## src/rtl/fan_pwm.sv

```systemverilog
// rtl/fan_pwm.sv - Fan PWM generator with double-buffered duty and period scale
module fan_pwm #(
   parameter logic [4:0] BASE_ADDR = 5'h0
) (
   input  logic       clk,
   input  logic       rst,
   input  logic [4:0] csr_a,
   input  logic [7:0] csr_di,
   input  logic       csr_we,
   output logic [7:0] csr_do,
   input  logic       pwm_ce,
   output logic       pwm_out
);

   localparam logic [4:0] CTRL_ADDR = BASE_ADDR;
   localparam logic [4:0] DUTY_ADDR = BASE_ADDR + 5'd1;

   // Programmed (CPU-visible) registers
   logic       en_q, en_d;
   logic [1:0] scale_q, scale_d;
   logic [6:0] duty_q, duty_d;

   // Active (shadow) copies used by the counter and comparator
   logic [1:0] scale_act_q, scale_act_d;
   logic [6:0] duty_act_q, duty_act_d;

   logic [6:0] cnt_q, cnt_d;
   logic       pwm_q, pwm_d;

   logic [6:0] period_last;
   logic       period_end;

   // CSR write decode into the programmed registers
   always_comb begin
      en_d    = en_q;
      scale_d = scale_q;
      duty_d  = duty_q;
      if (csr_we && (csr_a == CTRL_ADDR)) begin
         en_d    = csr_di[7];
         scale_d = csr_di[1:0];
      end
      if (csr_we && (csr_a == DUTY_ADDR)) begin
         duty_d = csr_di[6:0];
      end
   end

   // CSR read mux; reads show programmed values, never the shadows
   always_comb begin
      csr_do = 8'h00;
      if (csr_a == CTRL_ADDR) begin
         csr_do = {en_q, 5'b0, scale_q};
      end else if (csr_a == DUTY_ADDR) begin
         csr_do = {1'b0, duty_q};
      end
   end

   // Last count of the active period: 127, 63, 31 or 15. Using the active
   // scale guarantees a shorter programmed period never truncates this one.
   always_comb begin
      period_last = 7'h7F >> scale_act_q;
      period_end  = (cnt_q == period_last);
   end

   // Counter and shadow load. While disabled the shadows follow the
   // next-register values so that an enable in the same write as a scale
   // change starts with that scale. While enabled they reload only at the
   // wrap, from the pre-write register values, so a write landing on the
   // wrap cycle waits for the following boundary.
   always_comb begin
      cnt_d       = cnt_q;
      scale_act_d = scale_act_q;
      duty_act_d  = duty_act_q;
      if (!en_q) begin
         cnt_d       = 7'd0;
         scale_act_d = scale_d;
         duty_act_d  = duty_d;
      end else if (pwm_ce) begin
         if (period_end) begin
            cnt_d       = 7'd0;
            scale_act_d = scale_q;
            duty_act_d  = duty_q;
         end else begin
            cnt_d = cnt_q + 7'd1;
         end
      end
   end

   // Output compare; duty at or above the period length clamps high
   always_comb begin
      pwm_d = en_q & (cnt_q < duty_act_q);
   end

   // State registers with asynchronous reset
   always_ff @(posedge clk or posedge rst) begin
      if (rst) begin
         en_q        <= 1'b0;
         scale_q     <= 2'd0;
         duty_q      <= 7'd0;
         scale_act_q <= 2'd0;
         duty_act_q  <= 7'd0;
         cnt_q       <= 7'd0;
         pwm_q       <= 1'b0;
      end else begin
         en_q        <= en_d;
         scale_q     <= scale_d;
         duty_q      <= duty_d;
         scale_act_q <= scale_act_d;
         duty_act_q  <= duty_act_d;
         cnt_q       <= cnt_d;
         pwm_q       <= pwm_d;
      end
   end

   assign pwm_out = pwm_q;

endmodule

```

## config.mk

```make
export PLATFORM = sky130hd
export DESIGN_NAME = fan_pwm
export DESIGN_NICKNAME = d
export VERILOG_FILES = /design/src/rtl/fan_pwm.sv
export SDC_FILE = /design/constraint.sdc
export NUM_CORES = 1
export LEC_CHECK = 0
export BUFFER_PORTS_ARGS = -buffer_cell sky130_fd_sc_hd__buf_2
export CAP_MARGIN = 20
export CORE_UTILIZATION = 55
export DETAILED_ROUTE_END_ITERATION = 12
export PLACE_DENSITY = 0.76
export SETUP_SLACK_MARGIN = 0.02
export SLEW_MARGIN = 30
export SYNTH_ARGS = -nofsm -noshare
export SYNTH_HDL_FRONTEND = slang
export SYNTH_SLANG_ARGS = --single-unit
```

## constraint.sdc

```tcl
create_clock -name clk -period 2.34 [get_ports clk]
set_input_delay 0.585 -clock clk [delete_from_list [all_inputs] [get_ports clk]]
set_output_delay 0.585 -clock clk [all_outputs]
set_load 0.1 [all_outputs]
```

==> results.cfg, run 1 <==
[timing]
worstMarginPinSlew_ns = 0.483
tns_ns = 0
fmax_ghz = 0.430
clock_skew_ns = 0.00866
rsz0062_at_grt = true
slew_headroom = 0.680
finalHoldViolCount = 0
fin_crit_ns = 2.33
slew_violations = 0
min_period_over_period = 0.994
layout_setup_ws_ns = 0.0130
setup_viol = 0

[yosys]
ys_async_sr_fraction = 1.00
ys_types = 38
synth_area_sq_um = 1560
yosysSeqAreaShare = 0.432
synth_ff_type = dfrtp_1
synth_area_leader_cell = dfrtp_1
synth_most_common_cell = dfrtp_1
synth_area_leaders = dfrtp_1, mux2_2, mux2i_1
synth_edf_count = 0
yosys.area.top_type_share = 0.432
synth_warnings = 0
syn_nets = 165
synth_seq_cells = 27
synthTopCellsByCount = dfrtp_1, mux2_2, mux2i_1
synth_cells = 141
syn_avg_cell_area_sq_um = 11.1

[drt]
vias = 1161
wirelength_um = 3140
via_per_inst = 5.78
first_pass_iters = 4
wl_per_cell_um = 15.6
ant_nets = 0
drc = 0
dr.first_iter.drc_count = 23

[critical_path]
endpoint_kind = output pin
slowest_delay_ns = 0.35
r2r_cells = 5
worst-path-max-fanout = 4
cp-start-kind = primary input
r2r_slack_ns = 0.43
path_class = in2out
cp_data_arrival_time_ns = 1.74
required_ns = 1.75
slowest_stage = nor4_4
rr_startpoint = cnt_q[0]$_DFFE_PP0P_
r2r-end = duty_act_q[6]$_DFFE_PP0P_
critPathLaunch = csr_a[2]
path_cells = buf_2 -> nor4_4 -> buf_4 -> and2_4 -> a22o_2 -> buf_12

[cells_and_area]
drive_above_1_share = 0.357
n_antenna_cell = 0
final_nets = 196
syn2layout_area_growth_pct = 21.6

[die]
die-width_um = 55.3
num_io_pins = 26
die_h_um = 55.3
die_area_sq_um = 3060
core-area_sq_um = 2590
initial_core_util = 0.604
rows = 18

[pwr]
switching_share = 0.339
pwr_density_cell_nw_per_um2 = 630
p_switching_mw = 0.406
p_leak_nw = 0.977
power.internal_mw = 0.792
p_comb_frac = 0.302
power_frac_clock = 0.173
ir_worst_vdd_v = 0.000722
pwr-share-seq = 0.525

[grt]
antenna_found_initial = 0
grt.total_usage = 0.235
grt_overflow = 0
grt_pass1_vias = 1201
grt_max_degree = 28
grt_pass1_wl_um = 5600

[job]
maxCapViolCount = 0

[clock_tree]
root_buffer = clkbuf_4
cts_tree = done
clk_path_buf_depth = 2
clkLatencyLatePin_ns = 0.33
cts_sinks = 27
clk_pin_slew_worst_paths_ns = 0.15
h-tree-depth = 1
numCtsBuffers = 3

[place]
hpwlAfterDp_um = 2390
port_buffers = 25
dp_slack_ns = 0.0387
finalWeightedCongestion = 0.733

[run_status]
status = complete, no violations

[worst_hold_path]
min-delay-path-class = in2async
[cell usage in the layout (no fill, tap or decap), types with 2 or more instances in the layout]
cell type / Yosys / final
and2_1: 4 / 3
dfrtp_1: 27 / 27
nor2_1: 3 / 3
clkbuf_4: 0 / 3
a21o_1: 3 / 3
a22o_2: 0 / 2
and3_2: 0 / 5
mux2i_1: 12 / 12
and4b_1: 2 / 2
mux2_2: 14 / 14
or3_1: 2 / 2
buf_12: 0 / 8
a31oi_1: 2 / 2
buf_2: 2 / 17
xor2_1: 3 / 3
nand3_1: 7 / 7
nand2_1: 7 / 7
inv_1: 11 / 11
ha_1: 7 / 7
buf_4: 0 / 6
a21oi_1: 5 / 5
xnor2_1: 3 / 3
[cell type report]
type	instances	area, sq um
inverters	11	41.3
flip-flops and latches	27	676
repair buffers	31	290
multi-input cells	98	831
clock buffers	4	26.3
well taps	30	37.5
fillers	184	688
[worst max path at each step]
| stage | end | depth (start not counted) |
|---|---|---|
| floorplan | csr_do[7] | 3 |
| global placement | csr_do[0] | 6 |
| detailed placement | csr_do[1] | 6 |
| CTS | csr_do[1] | 6 |
| global route | csr_do[1] | 6 |
| finish | csr_do[1] | 6 |
[critical path, delay by kind of cell]
family                 cells  cell delay, ns
AOI/OAI and AO/OA          1            0.17
buffers and inverters      3            0.46
and+or+nand+nor            2            0.51
[per-stage QoR]
| step | total power, mW | hold slack, ns | instance area (sq um) | utilization | instances |
|---|---|---|---|---|---|
| after floorplan | 0.895 | 0.481 | 1570 | - | 141 |
| after global placement | 0.971 | 0.508 | 1870 | 0.720 | 196 |
| after detailed placement | 0.999 | 0.517 | 1870 | 0.720 | 196 |
| after CTS | 1.20 | 0.288 | 1890 | 0.730 | 200 |
| after global routing | 1.27 | 0.297 | 1900 | 0.734 | 201 |
| final | 1.20 | 0.275 | 1900 | 0.734 | 201 |
[sequential cells by signal, summed over array words and instances (netlist names)]
signal	cells
scale_q	2
en_q	1
duty_act_q	7
scale_act_q	2
pwm_out	1
duty_q	7
cnt_q	7
[kinds of logic (layout without fill, tap and decap cells)]
| kind of cell | after synthesis | in the layout | share of synthesized area |
|---|---|---|---|
| and+or+nand+nor | 39 | 39 | 0.156 |
| xor gates and xnor gates | 6 | 6 | 0.0336 |
| AOI/OAI and AO/OA | 18 | 18 | 0.0832 |
| adders and majority gates | 7 | 7 | 0.0560 |
| buffers and inverters | 16 | 46 | 0.0448 |
| muxes | 28 | 28 | 0.194 |
| DFF | 27 | 27 | 0.432 |
[what timing repair did]
action                                  4_1_cts  5_1_grt
resized for setup                             0        1
hold buffers                                  0        0
setup buffers                                 0        1
hold endpoints to repair                      0        0
endpoints found under the setup margin        0        3
[power by group through the flow]
stage	clock network, mW	registers (mW)	logic [mW]
global route	0.228	0.643	0.399
detailed placement	0	0.637	0.362
floorplan	0	0.635	0.259
CTS	0.209	0.628	0.364
global placement	0	0.631	0.340
finish	0.207	0.629	0.362
[metal layers]
layer / routed length, um / share of wire / track usage / up-vias
li1: - / - / - / 559
met1: 1440 / 0.46 / 0.311 / 580
met2: 1590 / 0.50 / 0.389 / 18
met3: 81 / 0.026 / 0.0492 / 4
met4: 36 / 0.011 / 0.0643 / 0
met5: 0 / 0 / 0 / -
Note: power is estimated with default switching activity, not from simulation.
==> run 2: changes to the inputs <==
--- a/config.mk
+++ b/config.mk
@@ -7,10 +7,10 @@
 export LEC_CHECK = 0
 export BUFFER_PORTS_ARGS = -buffer_cell sky130_fd_sc_hd__buf_2
 export CAP_MARGIN = 20
-export CORE_UTILIZATION = 55
+export CORE_UTILIZATION = 50
 export DETAILED_ROUTE_END_ITERATION = 12
-export PLACE_DENSITY = 0.76
-export SETUP_SLACK_MARGIN = 0.02
+export PLACE_DENSITY = 0.7
+export SETUP_SLACK_MARGIN = 0.2
 export SLEW_MARGIN = 30
 export SYNTH_ARGS = -nofsm -noshare
 export SYNTH_HDL_FRONTEND = slang
==> results.cfg, run 2 (same netlist as run 1, synthesis figures left out) <==
[timing]
worstMarginPinSlew_ns = 0.485
slew_headroom = 0.679
clock_skew_ns = 0.00764
min_period_over_period = 0.929
fmax_ghz = 0.460
setup_viol = 0
rsz0062_at_grt = true
tns_ns = 0
fin_crit_ns = 2.17
slew_violations = 0
finalHoldViolCount = 0

[critical_path]
slowest_stage = nor4_4
path_class = in2out
cp-start-kind = primary input
endpoint_kind = output pin
cp_data_arrival_time_ns = 1.59
worst-path-max-fanout = 4
required_ns = 1.75
slowest_delay_ns = 0.31
path_cells = buf_6 -> nor4_4 -> nor2b_4 -> and2_4 -> buf_12

[drt]
wl_per_cell_um = 15.6
dr.first_iter.drc_count = 40
vias = 1138
drc = 0
via_per_inst = 5.66
ant_nets = 0
wirelength_um = 3130
first_pass_iters = 4

[clock_tree]
root_buffer = clkbuf_4
clk_pin_slew_worst_paths_ns = 0.15
numCtsBuffers = 3
cts_tree = done
clkLatencyLatePin_ns = 0.33
cts_sinks = 27
h-tree-depth = 1
hold_buffers = 0
clk_path_buf_depth = 2

[grt]
grt_pass1_vias = 1170
antenna_found_initial = 0
grt_pass1_wl_um = 5400
grt_overflow = 0
grt_max_degree = 28
grt.total_usage = 0.215

[place]
hpwlAfterDp_um = 2390
finalWeightedCongestion = 0.708
port_buffers = 25

[die]
die-width_um = 57.9
rows = 19
num_io_pins = 26
core-area_sq_um = 2850
die_h_um = 57.9
die_area_sq_um = 3360
initial_core_util = 0.548

[pwr]
power.internal_mw = 0.795
p_comb_frac = 0.299
switching_share = 0.338
design_power_total_mw = 1.20
pwr_density_cell_nw_per_um2 = 617
power_frac_clock = 0.175
ir_worst_vdd_v = 0.000433
p_leak_nw = 0.982
p_switching_mw = 0.406
pwr-share-seq = 0.526

[cells_and_area]
final_nets = 195
top_regs = cnt_q: 7 flops, duty_act_q: 7 flops, duty_q: 7 flops
mostFrequentLayoutCells = dfrtp_1, buf_2, mux2_2, mux2i_1, inv_1
n_antenna_cell = 0
n_fill_cell = 215
final_common_cell = dfrtp_1
drive_above_1_share = 0.353
syn2layout_area_growth_pct = 24.6

[run_status]
status = complete, no violations

[job]
maxCapViolCount = 0

[worst_hold_path]
min-delay-path-class = in2async
## run 2: changes by cell type in the layout (fill, tap and decap cells not counted)
cell,change
and3_2,-5
and3_4,+5
a22o_2,-2
a22o_4,+2
buf_2,-2
buf_6,+2
and2_2,-1
and2_4,+1
buf_4,-1
nor2b_2,-1
nor2b_4,+1
## run 2: final timing paths
check / slack, ns / to / from / depth (start not counted)
worst min register to register: 0.53 / duty_act_q[0]$_DFFE_PP0P_ / duty_act_q[0]$_DFFE_PP0P_ / 1
min in group clk: 0.48 / en_q$_DFFE_PP0P_ / csr_di[7] / 2
worst min-delay path: 0.28 / scale_act_q[1]$_DFFE_PP0P_ / rst / 3
worst max register to register: 0.45 / scale_act_q[1]$_DFFE_PP0P_ / cnt_q[0]$_DFFE_PP0P_ / 4
max in group asynchronous: 1.80 / pwm_out$_DFF_PP0_ / rst / 3
worst max-delay path: 0.17 / csr_do[7] / csr_a[4] / 5
## run 2: repair_timing
action                                  CTS  global route
pin swaps                                 1             1
resized for setup                        10             0
endpoints found under the setup margin    8             8
buffers inserted                          1             0
## run 2: layout make-up
cell class / count / area [sq um] / area share
Clock buffer: 4 / 26.3 / 0.0135
Sequential cell: 27 / 676 / 0.347
Timing Repair Buffer: 30 / 295 / 0.152
Tap cell: 31 / 38.8 / 0.0199
Multi-Input combinational cell: 98 / 871 / 0.447
Inverter: 11 / 41.3 / 0.0212
## run 2: metrics by stage
stage / worst slack, ns / std cells / hold WS [ns] / cell area, sq um / util
after CTS: 0.155 / 201 / 0.291 / 1950 / 0.683
after global placement: 0.0872 / 196 / 0.503 / 1870 / 0.656
after detailed placement: 0.0229 / 196 / 0.501 / 1870 / 0.656
after global routing: 0.113 / 201 / 0.310 / 1950 / 0.683
final: 0.165 / 201 / 0.278 / 1950 / 0.683
after floorplan: 0.0784 / 141 / 0.481 / 1590 / -
## run 2: metal layers
layer | routed length (um) | share of wire | vias up | track usage
met5 | 0 | 0 | - | 0
met4 | 43 | 0.014 | 0 | 0.0850
met3 | 68 | 0.022 | 5 | 0.0201
met2 | 1620 | 0.52 | 20 | 0.379
met1 | 1390 | 0.45 | 553 | 0.270
li1 | - | - | 560 | -
## run 2: power groups by stage
| stage | Combinational [mW] | Sequential (mW) | Clock (mW) |
|---|---|---|---|
| finish | 0.359 | 0.632 | 0.211 |
| global route | 0.395 | 0.645 | 0.233 |
| CTS | 0.364 | 0.632 | 0.215 |
| detailed placement | 0.356 | 0.641 | 0 |
| global placement | 0.342 | 0.633 | 0 |
| floorplan | 0.260 | 0.636 | 0 |
## run 2: worst max-delay path: cells and delay by family
kind / cells / cell delay [ns]
buffers and inverters: 2 / 0.27
AND/OR/NAND/NOR: 3 / 0.73
==> run 3: changes to the inputs <==
--- a/config.mk
+++ b/config.mk
@@ -10,7 +10,7 @@
 export CORE_UTILIZATION = 50
 export DETAILED_ROUTE_END_ITERATION = 12
 export PLACE_DENSITY = 0.7
-export SETUP_SLACK_MARGIN = 0.2
+export SETUP_SLACK_MARGIN = 0.4
 export SLEW_MARGIN = 30
 export SYNTH_ARGS = -nofsm -noshare
 export SYNTH_HDL_FRONTEND = slang
==> constraint.sdc (replaced) <==
create_clock -name clk -period 2.34 [get_ports clk]
set_input_delay 0.234 -clock clk [delete_from_list [all_inputs] [get_ports clk]]
set_output_delay 0.234 -clock clk [all_outputs]
set_load 0.1 [all_outputs]
==> results.cfg, run 3 (same netlist as run 1, synthesis figures left out) <==
[cells_and_area]
utilization = 0.624
mostFrequentLayoutCells = dfrtp_1, buf_2, mux2_2, mux2i_1, inv_1
drive_above_1_share = 0.312
finalNonFillerCells = 201
top_regs = cnt_q: 7 flops, duty_act_q: 7 flops, duty_q: 7 flops
n_antenna_cell = 0
final_nets = 195
final_common_cell = dfrtp_1
syn2layout_area_growth_pct = 13.8

[run_status]
status = complete, no violations

[clock_tree]
cts_tree = done
root_buffer = clkbuf_4
clkLatencyLatePin_ns = 0.33
cts_sinks = 27
clk_pin_slew_worst_paths_ns = 0.15
h-tree-depth = 1
clk_path_buf_depth = 2
numCtsBuffers = 3

[timing]
slew_headroom = 0.677
rsz0062_at_grt = false
worstMarginPinSlew_ns = 0.488
clock_skew_ns = 0.00852
slew_violations = 0
fin_crit_ns = 1.81
finalHoldViolCount = 0
fmax_ghz = 0.553
min_period_over_period = 0.772
setup_viol = 0
layout_setup_ws_ns = 0.533
tns_ns = 0

[critical_path]
cp_data_arrival_time_ns = 2.03
r2r_cells = 4
cp-start-kind = flip-flop
endpoint_kind = flip-flop
worst-path-max-fanout = 8
path_class = reg2reg
required_ns = 2.56

[die]
die_h_um = 57.9
rows = 19
core-area_sq_um = 2850
die_area_sq_um = 3360
num_io_pins = 26
die-width_um = 57.9
initial_core_util = 0.548

[pwr]
power.internal_mw = 0.790
switching_share = 0.337
pwr_density_cell_nw_per_um2 = 670
pwr-share-seq = 0.526
p_switching_mw = 0.402
ir_worst_vdd_v = 0.000401
p_leak_nw = 0.953
p_comb_frac = 0.301
power_frac_clock = 0.173

[drt]
wirelength_um = 2980
drc = 0
vias = 1133
via_per_inst = 5.64
wl_per_cell_um = 14.8
first_pass_iters = 4
dr.first_iter.drc_count = 38
ant_nets = 0

[grt]
grt_pass1_vias = 1123
antenna_found_initial = 0
grt_pass1_wl_um = 4960
grt_overflow = 0
grt.total_usage = 0.197
grt_max_degree = 28

[job]
maxCapViolCount = 0

[place]
port_buffers = 25
dp.cells = 194
dp_slack_ns = 0.302
finalWeightedCongestion = 0.828
hpwlAfterDp_um = 2220

[worst_hold_path]
min-delay-path-class = in2reg
holdPathStages = 2
==> run 3: cell count changes in the layout (fill, tap and decap cells not counted), moves of 2 or more <==
cell,change
a22o_1,+2
a22o_4,-2
and3_1,+5
and3_4,-5
buf_12,-8
buf_2,+7
buf_6,-2
clkbuf_4,+3
==> run 3: final timing paths <==
check,from,end,slack [ns]
max in group asynchronous,rst,cnt_q[5]$_DFFE_PP0P_,1.59
worst max register to register,scale_act_q[1]$_DFFE_PP0P_,scale_act_q[1]$_DFFE_PP0P_,0.53
worst max-delay path,scale_act_q[1]$_DFFE_PP0P_,scale_act_q[1]$_DFFE_PP0P_,0.53
min in group asynchronous,rst,cnt_q[6]$_DFFE_PP0P_,0.47
worst min-delay path,csr_di[7],en_q$_DFFE_PP0P_,0.12
worst min register to register,duty_act_q[5]$_DFFE_PP0P_,duty_act_q[5]$_DFFE_PP0P_,0.54
==> run 3: critical path, cell delays in order, from the launching register on <==
cell and delay, ns:
dfrtp_1 0.49, nor3b_2 0.25, nor2_1 0.08, o41a_1 0.53
mux2_1 0.36
==> run 3: timing repair <==
action,4_1_cts,5_1_grt
setup buffers,0,2
hold buffers,1,0
resized for setup,0,5
hold endpoints to repair,27,0
endpoints found under the setup margin,0,12
==> run 3: layout make-up <==
class | count | area (sq um)
fillers | 242 | 1070
multi-input cells | 98 | 823
flip-flops and latches | 27 | 677
repair buffers | 30 | 173
inverters | 11 | 41.3
well taps | 31 | 38.8
clock buffers | 3 | 22.5
clock inverters | 1 | 5.00
==> run 3: per-layer routing <==
layer	global-route usage	vias to the layer above	wire length [um]
met5	0	-	0
met4	0.0918	0	44
met3	0.0201	4	82
met2	0.332	21	1420
met1	0.255	546	1440
li1	-	562	-
==> run 3: power by group through the flow <==
stage / logic [mW] / registers [mW] / clock network [mW]
floorplan: 0.259 / 0.635 / 0
global placement: 0.333 / 0.632 / 0
detailed placement: 0.351 / 0.636 / 0
CTS: 0.355 / 0.625 / 0.214
global route: 0.394 / 0.641 / 0.227
finish: 0.359 / 0.627 / 0.206
==> run 3: per-stage QoR <==
stage / hold WS (ns) / instance area (sq um) / total power [mW]
finish: 0.116 / 1780 / 1.19
global route: 0.103 / 1780 / 1.26
CTS: 0.109 / 1750 / 1.19
detailed placement: 0.312 / 1710 / 0.987
global placement: 0.305 / 1710 / 0.965
floorplan: 0.287 / 1560 / 0.894
